**src/rtl/hazard_sb_pkg.sv**
```systemverilog
// hazard_sb_pkg: shared defaults and mult/div helpers for the hazard scoreboard.
// Imported by hazard_sb; optional perf counters enabled with `HAZARD_PERF_EN.
package hazard_sb_pkg;

  localparam int HZ_DW        = 32;
  localparam int HZ_AW        = 5;
  localparam int HZ_TW        = 3;
  localparam int HZ_NSRC      = 2;
  localparam int MULT_LAT_DEF = 5;
  localparam int DIV_LAT_DEF  = 10;

  typedef enum logic {
    MD_MULT = 1'b0,
    MD_DIV  = 1'b1
  } md_op_e;

  function automatic int md_lat(
    input md_op_e op,
    input int     mult_lat,
    input int     div_lat
  );
    return (op == MD_DIV) ? div_lat : mult_lat;
  endfunction

endpackage

```
**src/rtl/hazard_fwd_mux.sv**
```systemverilog
// hazard_fwd_mux: picks forward data for one operand.
// Source 0 has highest priority; address 0 always reads as zero.
module hazard_fwd_mux #(
  parameter int DW = 32,
  parameter int AW = 5,
  parameter int N  = 1
) (
  input  logic [AW-1:0]   a,
  input  logic [DW-1:0]   lat,
  input  logic [N*AW-1:0] src_ad,
  input  logic [N*DW-1:0] src_wd,
  output logic [DW-1:0]   m
);

  always_comb begin
    m = lat;
    for (int s = N - 1; s >= 0; s--) begin
      if (src_ad[s*AW +: AW] == a)
        m = src_wd[s*DW +: DW];
    end
    if (a == '0)
      m = '0;
  end

endmodule

```
**src/rtl/hazard_sb.sv**
```systemverilog
// hazard_sb: forwarding, Tuse/Tnew stall and mult/div busy tracking.
// Define `HAZARD_PERF_EN to build the stall performance counters.
module hazard_sb
  import hazard_sb_pkg::*;
#(
  parameter int DW       = HZ_DW,
  parameter int AW       = HZ_AW,
  parameter int TW       = HZ_TW,
  parameter int NSRC     = HZ_NSRC,
  parameter int MULT_LAT = MULT_LAT_DEF,
  parameter int DIV_LAT  = DIV_LAT_DEF
) (
  input  logic              clk,
  input  logic              rst_n,
  input  logic [NSRC*AW-1:0] D_a,
  input  logic [NSRC*TW-1:0] D_tuse,
  input  logic [NSRC*DW-1:0] D_o,
  input  logic [NSRC*AW-1:0] E_a,
  input  logic [NSRC*DW-1:0] E_o,
  input  logic [AW-1:0]     M_a,
  input  logic [DW-1:0]     M_o,
  input  logic [AW-1:0]     E_ad,
  input  logic [AW-1:0]     M_ad,
  input  logic [AW-1:0]     W_ad,
  input  logic [TW-1:0]     E_tnew,
  input  logic [TW-1:0]     M_tnew,
  input  logic [DW-1:0]     E_wd,
  input  logic [DW-1:0]     M_wd,
  input  logic [DW-1:0]     W_wd,
  input  logic              E_md_start,
  input  logic              E_md_div,
  input  logic              D_md_use,
  output logic [NSRC*DW-1:0] D_m,
  output logic [NSRC*DW-1:0] E_m,
  output logic [DW-1:0]     M_m,
  output logic              stall,
  output logic              md_busy,
  output logic [31:0]       perf_stall,
  output logic [31:0]       perf_md_stall
);

  localparam int CW = $clog2(DIV_LAT + 1);

  logic [NSRC-1:0] op_stall;
  logic            md_stall;
  logic [CW-1:0]   md_cnt;
  md_op_e          md_op;

  for (genvar i = 0; i < NSRC; i++) begin : g_op
    logic [AW-1:0] da;
    logic [TW-1:0] tu;

    assign da = D_a[i*AW +: AW];
    assign tu = D_tuse[i*TW +: TW];

    hazard_fwd_mux #(.DW(DW), .AW(AW), .N(3)) u_d_fwd (
      .a      (da),
      .lat    (D_o[i*DW +: DW]),
      .src_ad ({W_ad, M_ad, E_ad}),
      .src_wd ({W_wd, M_wd, E_wd}),
      .m      (D_m[i*DW +: DW])
    );

    hazard_fwd_mux #(.DW(DW), .AW(AW), .N(2)) u_e_fwd (
      .a      (E_a[i*AW +: AW]),
      .lat    (E_o[i*DW +: DW]),
      .src_ad ({W_ad, M_ad}),
      .src_wd ({W_wd, M_wd}),
      .m      (E_m[i*DW +: DW])
    );

    assign op_stall[i] = (da != '0) &&
      (((da == E_ad) && (tu < E_tnew)) ||
       ((da == M_ad) && (tu < M_tnew)));
  end

  hazard_fwd_mux #(.DW(DW), .AW(AW), .N(1)) u_m_fwd (
    .a      (M_a),
    .lat    (M_o),
    .src_ad (W_ad),
    .src_wd (W_wd),
    .m      (M_m)
  );

  assign md_op = md_op_e'(E_md_div);

  // A start while busy is dropped; the stall should make it impossible.
  always_ff @(posedge clk or negedge rst_n) begin
    if (!rst_n) begin
      md_cnt <= '0;
    end else begin
      assert (!(E_md_start && (md_cnt != '0)))
        else $error("hazard_sb: mult/div start while busy");
      if (E_md_start && (md_cnt == '0))
        md_cnt <= CW'(md_lat(md_op, MULT_LAT, DIV_LAT));
      else if (md_cnt != '0)
        md_cnt <= md_cnt - 1'b1;
    end
  end

  assign md_busy  = (md_cnt != '0);
  assign md_stall = D_md_use && (md_busy || E_md_start);
  assign stall    = (|op_stall) || md_stall;

`ifdef HAZARD_PERF_EN
  always_ff @(posedge clk or negedge rst_n) begin
    if (!rst_n) begin
      perf_stall    <= '0;
      perf_md_stall <= '0;
    end else begin
      if (stall && (perf_stall != '1))
        perf_stall <= perf_stall + 32'd1;
      if (md_stall && (perf_md_stall != '1))
        perf_md_stall <= perf_md_stall + 32'd1;
    end
  end
`else
  assign perf_stall    = '0;
  assign perf_md_stall = '0;
`endif

endmodule

```
**config.mk**
```make
export PLATFORM = sky130hd
export DESIGN_NAME = hazard_sb
export DESIGN_NICKNAME = d
export VERILOG_FILES = /design/src/rtl/hazard_sb_pkg.sv /design/src/rtl/hazard_fwd_mux.sv /design/src/rtl/hazard_sb.sv
export SDC_FILE = /design/constraint.sdc
export NUM_CORES = 1
export LEC_CHECK = 0
export CAP_MARGIN = 0
export CORE_AREA = 2 2 211 213
export CTS_CLUSTER_DIAMETER = 60
export DETAILED_ROUTE_END_ITERATION = 6
export DIE_AREA = 0 0 213 215
export GPL_ROUTABILITY_DRIVEN = 1
export GPL_TIMING_DRIVEN = 1
export PLACE_DENSITY = 0.45
export SYNTH_ARGS = -nofsm -noshare
export SYNTH_HDL_FRONTEND = slang
export SYNTH_HIERARCHICAL = 1
export SYNTH_SLANG_ARGS = --single-unit
```
**constraint.sdc**
```tcl
create_clock -name clk -period 2.24 [get_ports clk]
set_input_delay 0.448 -clock clk [delete_from_list [all_inputs] [get_ports clk]]
set_output_delay 0.448 -clock clk [all_outputs]
set_load 0.005 [all_outputs]
```
==> results of run 1 <==
cells by family after synthesis:
kind of cell	after synthesis	synth area share (%)
flip-flops	4	1.62
AND/OR/NAND/NOR	246	21.1
XOR/XNOR	77	10.9
buffers and inverters	180	17.9
other	1	0.0606
multiplexers	64	10.4
AO/OA/AOI/OAI	316	36.0
adder cells (fa/ha/maj)	10	2.02
worst max-delay path, delay by kind of cell:
kind	cells	cell delay, ns
and+or+nand+nor	3	0.88
buffers and inverters	5	0.62
AOI/OAI and AO/OA	2	0.28
path summary, 6_finish.rpt:
| kind | to | slack [ns] | cells past startpoint |
|---|---|---|---|
| worst max-delay path | D_m[2] | -0.44 | 10 |
| worst min-delay path | md_cnt[2] | 0.43 | 1 |
| worst max register to register | md_cnt[0] | 0.97 | 6 |
| worst min register to register | md_cnt[0] | 0.53 | 1 |
| max in group asynchronous | md_cnt[3] | 1.65 | 1 |
| min in group clk | md_cnt[0] | 0.53 | 1 |
repair_timing:
action,CTS,global route
gates resized for setup,1281,330
pin swaps,232,162
cloned,38,8
setup endpoints to repair,161,161
buffers inserted,147,57
metal layers:
metal | vias up | wire length, um | global-route usage, %
met3 | 113 | 5390 | 5.51
met5 | - | 0 | 0
met1 | 5583 | 27300 | 34.6
met2 | 607 | 31300 | 45.9
li1 | 4988 | - | -
met4 | 0 | 2270 | 7.04
metrics by stage:
step | util [%] | setup WS, ns | area, um^2 | setup TNS [ns] | hold WS [ns]
floorplan | - | 0.0705 | 6420 | 0 | 0.152
global placement | 30.1 | -1.63 | 13100 | -187.60 | 0.520
detailed placement | 30.1 | -1.53 | 13100 | -184.00 | 0.528
CTS | 38.5 | -0.483 | 16800 | -45.17 | 0.432
global route | 41.4 | -0.489 | 18100 | -46.23 | 0.439
finish | 41.4 | -0.437 | 18100 | -38.29 | 0.427
cell usage in the layout, fill, tap and decap left out, types with 43 or more instances in the layout:
cell type        instances
mux2i_1                 44
nor3_1                  64
buf_12                  87
conb_1                  64
buf_6                  121
clkdlybuf4s50_1        260
a311oi_2                49
a32oi_2                 43
buf_2                  167
buf_4                  170
nand3_2                 51
o21ai_2                 70
o21ai_1                 77
report_power, final:
part / internal [W] / switching (W)
Clock: 0.000228 / 0.0000447
Combinational: 0.00233 / 0.00204
Sequential: 0.000114 / 0.0000290
final cells by class:
class | instances | share of cell area, %
Timing Repair Buffer | 890 | 52.0
Sequential cell | 4 | 0.554
Antenna cell | 2 | 0.0277
Multi-Input combinational cell | 779 | 42.6
Clock buffer | 3 | 0.415
Inverter | 17 | 0.353
Tap cell | 592 | 4.10
==> metrics.md, run 1 <==
| Metric | Value |
|---|---|
| Outcome | `complete, but fails checks` |
| Violated checks | `setup timing` |
| Drt via density | `4.94` |
| Max Slew Vio Count | `0` |
| Hold-fix buffers at CTS | `0` |
| Syn Std Cell Area | `0.00619 mm^2` |
| Core area | `0.0436 mm^2` |
| Most flop-heavy register | `md_cnt` |
| Post-route antenna net violation count | `0` |
| Yosys reg bits | `4` |
| Synth Warn # | `6` |
| DRC Markers | `0` |
| Total congestion overflow | `0` |
| Final Hold Violating Endpoints | `0` |
| HP Class | `in2async` |
| Top post-synthesis cells by area | `mux2i_1 (10%), a32oi_1 (9.1%), buf_4 (8.3%)` |
| Max Cap Viol | `0` |
| Crit path cell chain | `buf_8, or4_4, nor2_4, and3b_4, buf_6, buf_8, buf_16, a32oi_2, o21ai_2, buf_2` |
| Iteration count of the initial detailed-routing pass | `5` |
| Vias | `11291` |
| Area grow syn2layout | `192%` |
| All-Layer GR Usage | `27.1%` |
| Top FF cell, synth | `dfrtp_1` |
| Fin Clk Skew | `0.00121 ns` |
| Fillers | `4325` |
| Synthesized area per cell | `6.89 um^2` |
| Final worst setup slack | `-0.437 ns` |
| CP max stage cell | `or4_4` |
| Reg area | `100 um^2` |
| CP Class | `in2out` |
| Sequential share of the synthesized area | `1.62%` |
| Asr flop ratio synth | `100%` |
| Power, Total | `0.00479 W` |
| Worst-Skew Late Latency | `0.22 ns` |
| Distinct cells, synth | `42` |
| Buffers on Ports | `474` |
| Num ports | `539` |
| Final period utilization | `119%` |
| Max FFs per register | `4` |
| Yosys top cell area share | `10.4%` |
| Worst IR drop on VDD | `0.225 mV` |
| Post-synth top area cell | `mux2i_1` |
| Final setup fails | `160` |
| Clock sinks | `4` |
| Final #Nets | `2018` |
| Worst-path clk slew | `0.03 ns` |
| Htree depth | `1` |
| Tmin final | `2.68 ns` |
| WL final | `66200 um` |
| Leak | `6.98 nW` |
| Layout cells sized above 1 | `58.7%` |
| Wire length per cell | `29.0 um` |
| Clock Tree Buf Depth | `2` |
| Placer Congestion | `0.892` |
| Initial DRC Count | `591` |
| Post-synth EDFFs | `0` |
| Critical Path Source | `D_a[2]` |
| Nature of the critical path endpoint | `output port` |
| Initial core utilization | `14.2%` |
| Cell mode on critical path | `buf_8` |
| WP data arrival | `2.23 ns` |
| Row cnt | `77` |
| Antenna violations before repair | `4` |
| # placed instances | `2073` |
| Reg2reg start | `md_cnt[0]` |
| Clock root cell | `clkbuf_16` |
| Die width | `213 um` |
| Crit Path Max Fanout | `5` |
| Area of the multi-input gates | `0.00769 mm^2` |
| Most frequent cells after synthesis | `o21ai_0 (87), o21ai_1 (77), nor3_1 (70), buf_4 (68)` |
| First-pass GRT wire length | `88900 um` |
| Cells after Synth | `898` |
| Vias in the first global route | `12039` |
| Biggest regs | `md_cnt: 4 flops` |
| Hpwl dp | `41000 um` |
| Most frequent cell after synthesis | `o21ai_0` |
| CTS Buf Count | `3` |
| Die Y | `215 um` |
| Unrepaired setup endpoints after global routing | `yes` |
| Critical Path Max Stage Delay | `0.54 ns` |
| Die area | `0.0458 mm^2` |
| Power Density | `265 mW/mm^2` |
| Largest net degree at the start of global routing | `41` |
| Fin cells | `2287` |
| CTS tree | `yes` |
| Startpoint Class | `primary input` |
| Fmax achieved | `0.374 GHz` |
| Crit path required time | `1.79 ns` |
Power figures use the tool's default switching activity.
==> run 2, diff against run 1 <==
Settings changed: SLEW_MARGIN from default to 20.
Clock period 2.24 ns to 2.8 ns, I/O delays scaled along.
==> run 2 against run 1 <==
  * The flow still finishes with violations (setup timing)
  * Cell area down 14%
  * Non-clock buffer count down 117
  * Via count down 5.2%
  * Sequential share of layout area up 0.091 points
  * Total power down 32%
  * First-iteration DRC count up 19%
  * Register-to-register slack better by 0.61 ns
  * Utilization down 5.9 points
  * Critical endpoint is now D_m[56]
  * Worst setup slack better by 0.32 ns
==> metrics.md, run 2 (synthesis results as in run 1) <==
| Metric | Value |
|---|---|
| Die area | `0.0458 mm^2` |
| WP data arrival | `2.35 ns` |
| Clock Tree Buf Depth | `2` |
| Buffers on Ports | `474` |
| Max FFs per register | `4` |
| Biggest regs | `md_cnt: 4 flops` |
| Fmax achieved | `0.343 GHz` |
| Hold Path Cell Cnt | `1` |
| Fillers | `4582` |
| Startpoint Class | `primary input` |
| R2R cell count | `5` |
| Power Density | `209 mW/mm^2` |
| Layout cells sized above 1 | `43.6%` |
| Violated checks | `setup timing` |
| Worst-path clk slew | `0.03 ns` |
| Die width | `213 um` |
| Fin Clk Skew | `0.0000364 ns` |
| Top Family by Delay on Critical Path | `simple AND/OR/NAND/NOR gates` |
| Worst-Skew Late Latency | `0.22 ns` |
| Max Slew Vio Count | `0` |
| Buf+Inv Stages, Crit Path | `4` |
| Unrepaired setup endpoints after global routing | `yes` |
| Reg area | `100 um^2` |
| HP Class | `reg2reg` |
| Final #Nets | `1900` |
| Clock sinks | `4` |
| Final worst setup slack | `-0.115 ns` |
| Hold path startpoint | `md_cnt[0]` |
| R2R Setup Slk | `1.58 ns` |
| Post-placement cell area | `0.0130 mm^2` |
| Leak | `5.97 nW` |
| First-pass GRT wire length | `80700 um` |
| Hpwl dp | `40900 um` |
| Final period utilization | `104%` |
| Initial core utilization | `14.2%` |
| Nature of the critical path endpoint | `output port` |
| Hold WS | `0.518 ns` |
| Htree depth | `1` |
| Vias | `10704` |
| DRC Markers | `0` |
| Largest net degree at the start of global routing | `41` |
| Critical Path Max Stage Delay | `0.55 ns` |
| Max Cap Viol | `0` |
| Area grow syn2layout | `151%` |
| Final core occ | `35.6%` |
| Crit path cell chain | `buf_8, or4_4, nor2_4, and3b_2, buf_12, buf_6, a32oi_4, o21ai_1, buf_2` |
| CTS Buf Count | `3` |
| Total congestion overflow | `0` |
| Most flop-heavy register | `md_cnt` |
| Reg-to-reg critical path endpoint | `md_cnt[1]` |
| Crit Path Max Fanout | `8` |
| DP Worst Slack | `-1.20 ns` |
| Num ports | `539` |
| Setup TNS | `-1.48 ns` |
| Clock root cell | `clkbuf_16` |
| Antenna violations before repair | `4` |
| Post-route cell area | `0.0155 mm^2` |
| Final setup fails | `36` |
| All-Layer GR Usage | `24.5%` |
| Commonest non-fill, non-tap cell in the layout | `clkdlybuf4s50_1` |
| Drt via density | `4.93` |
| Worst Hold End | `md_cnt[0]` |
| Vias in the first global route | `11099` |
| Row cnt | `77` |
| Reg2reg start | `md_cnt[0]` |
| Wire length per cell | `27.6 um` |
| Tmin final | `2.91 ns` |
| Core area | `0.0436 mm^2` |
| Worst IR drop on VDD | `0.192 mV` |
| Most frequent cells in the layout | `clkdlybuf4s50_1 (268), buf_4 (136), buf_2 (135)` |
| Area of the multi-input gates | `0.00657 mm^2` |
| Outcome | `complete, but fails checks` |
| WL final | `59800 um` |
| CP Class | `in2out` |
| Crit path required time | `2.24 ns` |
| Final Hold Violating Endpoints | `0` |
| Placer Congestion | `0.920` |
| Hold-fix buffers at CTS | `0` |
| CTS tree | `yes` |
| Iteration count of the initial detailed-routing pass | `5` |
| Post-route antenna net violation count | `0` |
| CP max stage cell | `or4_4` |
| Die Y | `215 um` |
| Initial DRC Count | `703` |
-- run 2: cell count changes in the layout (fill, tap and decap cells not counted), moves of 10 or more --
cell	change
buf_2	-32
mux2i_1	+13
buf_12	-13
buf_6	-57
o21ai_0	+59
buf_4	-34
dlygate4sd2_1	+10
a311oi_1	+17
a311oi_2	-19
buf_8	-18
o21ai_2	-51
nand3_2	-43
clkdlybuf4s15_1	+10
nand3_1	+50
-- run 2: final cells by class --
cell class | instances | share of cell area, %
Timing Repair Buffer | 773 | 51.3
Multi-Input combinational cell | 778 | 42.3
Tap cell | 592 | 4.77
Sequential cell | 4 | 0.645
Clock buffer | 3 | 0.484
Inverter | 17 | 0.411
Antenna cell | 4 | 0.0645
-- run 2: per-stage QoR --
stage          cells  total power, W
3_3_place_gp    2047         0.00265
5_1_grt         2169         0.00343
3_5_place_dp    2047         0.00265
4_1_cts         2152         0.00312
2_1_floorplan    961         0.00100
6_report        2171         0.00325
-- run 2: timing repair --
item                       CTS  global route
setup buffers               89            31
pin swaps                  127            83
gates resized for setup    884           180
setup endpoints to repair  161           129
cloned                      23             3
-- run 2: per-layer routing --
layer  up-vias  wire, um  GRT usage [%]
li1       4740         -              -
met1      5208     24900           31.0
met2       636     28100           41.6
met3       116      4930           5.07
met4         4      1990           6.43
met5         -        24              0
-- run 2: worst register-to-register path, stage by stage (launching register included) --
cell and delay (ns):
dfrtp_1 0.39, inv_1 0.09, ha_1 0.14, nand2_1 0.15, a211oi_1 0.26, a21oi_1 0.07
-- run 2: worst max path at each step --
stage	from	endpoint	depth (start not counted)
finish	D_a[7]	D_m[56]	9
global route	D_a[4]	D_m[16]	10
CTS	D_a[4]	D_m[16]	10
detailed placement	M_ad[0]	E_m[22]	7
global placement	M_ad[0]	E_m[22]	7
floorplan	D_a[2]	D_m[10]	7
-- run 2: where the power goes --
| part | switching [W] | internal, W |
|---|---|---|
| registers | 0.0000217 | 0.0000912 |
| clock network | 0.0000354 | 0.000182 |
| logic | 0.00139 | 0.00153 |
| total | 0.00144 | 0.00180 |
==> run 3, diff against run 2 <==
Settings changed: SETUP_SLACK_MARGIN from default to 0.4.
==> run 3 against run 2 <==
  * The flow still finishes with violations (setup timing)
  * Clock skew about the same
  * Combinational power increased by 14%
  * Die area is the same
  * Worst hold slack is essentially flat
  * Routed wire length is 5.4% higher
  * Largest cell class unchanged
  * Largest power group unchanged
==> metrics.md, run 3 (synthesis results as in run 1) <==
| Metric | Value |
|---|---|
| Wire length per cell | `28.0 um` |
| Worst IR drop on VDD | `0.192 mV` |
| All-Layer GR Usage | `26.0%` |
| Final setup fails | `60` |
| Setup TNS | `-3.34 ns` |
| Fin cells | `2255` |
| Max FFs per register | `4` |
| Hpwl dp | `40900 um` |
| Post-route antenna net violation count | `0` |
| HP Class | `reg2reg` |
| Max Cap Viol | `0` |
| Sw Share | `43.9%` |
| Clock root cell | `clkbuf_16` |
| Final worst setup slack | `-0.161 ns` |
| Crit path required time | `2.24 ns` |
| Final #Nets | `1986` |
| Worst-path clk slew | `0.03 ns` |
| Part of the power in combinational logic | `91.0%` |
| Critical Path Source | `D_a[4]` |
| Initial core utilization | `14.2%` |
| CTS tree | `yes` |
| Row cnt | `77` |
| Reg-to-reg critical path endpoint | `md_cnt[1]` |
| Die area | `0.0458 mm^2` |
| # placed instances | `2047` |
| DRC Markers | `0` |
| CP Class | `in2out` |
| Iteration count of the initial detailed-routing pass | `5` |
| R2R cell count | `5` |
| Worst Hold End | `md_cnt[0]` |
| Core area | `0.0436 mm^2` |
| Max Slew Vio Count | `0` |
| Worst-Skew Late Latency | `0.22 ns` |
| Area grow syn2layout | `182%` |
| Most flop-heavy register | `md_cnt` |
| R2R Setup Slk | `1.58 ns` |
| Power Density | `210 mW/mm^2` |
| Tmin final | `2.96 ns` |
| Crit Path Max Fanout | `5` |
| Die Y | `215 um` |
| Vias | `11113` |
| Total congestion overflow | `0` |
| Seq pwr share | `3.1%` |
| Hold path startpoint | `md_cnt[0]` |
| Fin Clk Skew | `0.000120 ns` |
| First-pass GRT wire length | `85700 um` |
| CTS Buf Count | `3` |
| Startpoint Class | `primary input` |
| Final period utilization | `106%` |
| Final Hold Violating Endpoints | `0` |
| Commonest non-fill, non-tap cell in the layout | `clkdlybuf4s50_1` |
| Net switching power | `0.00161 W` |
| Hold Path Cell Cnt | `1` |
| Antenna violations before repair | `4` |
| Leak | `6.77 nW` |
| Reg2reg start | `md_cnt[0]` |
| Htree depth | `1` |
| Placer Congestion | `0.920` |
| Layout cells sized above 1 | `52.8%` |
| Nature of the critical path endpoint | `output port` |
| Die width | `213 um` |
| WL final | `63100 um` |
| Most frequent cells in the layout | `clkdlybuf4s50_1 (263), buf_2 (169), buf_4 (136)` |
| Num ports | `539` |
| Drt via density | `4.93` |
| Clock group share of total power | `5.9%` |
| Fmax achieved | `0.338 GHz` |
| WP data arrival | `2.40 ns` |
| Vias in the first global route | `11736` |
| Largest net degree at the start of global routing | `38` |
| Pint | `0.00205 W` |
| Fillers | `4409` |
| Clock Tree Buf Depth | `2` |
| Violated checks | `setup timing` |
| Biggest regs | `md_cnt: 4 flops` |
| Initial DRC Count | `600` |
| Unrepaired setup endpoints after global routing | `yes` |
| Clock sinks | `4` |
| Buffers on Ports | `474` |
| Outcome | `complete, but fails checks` |
==> run 3: cell type report <==
type / instances / area, um^2 / share of cell area, %
diodes: 2 / 5.00 / 0.0286
well taps: 592 / 741 / 4.24
multi-input cells: 778 / 7220 / 41.3
clock buffers: 3 / 75.1 / 0.430
flip-flops and latches: 4 / 100 / 0.573
inverters: 17 / 63.8 / 0.365
repair buffers: 859 / 9270 / 53.1
==> run 3: layer usage <==
metal / part of all wire [%] / up-vias / global-route usage, %
met2: 48 / 585 / 44.3
met1: 42 / 5482 / 33.3
met3: 7.2 / 117 / 4.91
li1: - / 4925 / -
met4: 2.8 / 4 / 7.09
met5: 0.038 / - / 0
==> run 3: how the worst max path moves through the flow <==
stage	end
floorplan	D_m[10]
global placement	E_m[22]
detailed placement	E_m[22]
CTS	D_m[16]
global route	D_m[16]
finish	D_m[14]
==> run 3: critical path: stages <==
cell	delay (ns)
buf_6	0.10
or4_4	0.55
nor2_4	0.11
and3b_4	0.23
buf_6	0.12
buf_6	0.11
buf_12	0.14
a32oi_2	0.23
o21ai_2	0.10
buf_2	0.14
==> run 3: what timing repair did <==
action | CTS | global route
hold buffers | 0 | 0
pin swaps | 212 | 105
gates resized for setup | 1183 | 217
endpoints found under the setup margin | 161 | 161
setup buffers | 131 | 34
cloned | 35 | 3
==> run 3: metrics by stage <==
step	util [%]	hold WS [ns]	power [W]	setup slack, ns	cell area (um^2)
final	40.0	0.518	0.00366	-0.161	17500
after floorplan	-	0.264	0.00100	0.407	6420
after global placement	29.7	0.517	0.00265	-1.25	13000
after detailed placement	29.7	0.520	0.00265	-1.20	13000
after global routing	40.0	0.548	0.00385	-0.214	17500
after CTS	36.9	0.523	0.00338	-0.136	16100
==> run 3: power by group through the flow <==
stage	sequential, W	combinational (W)	clock (W)
finish	0.000113	0.00333	0.000217
global placement	0.000113	0.00254	0
floorplan	0.000110	0.000893	0
detailed placement	0.000114	0.00254	0
CTS	0.000113	0.00305	0.000220
global route	0.000117	0.00350	0.000231
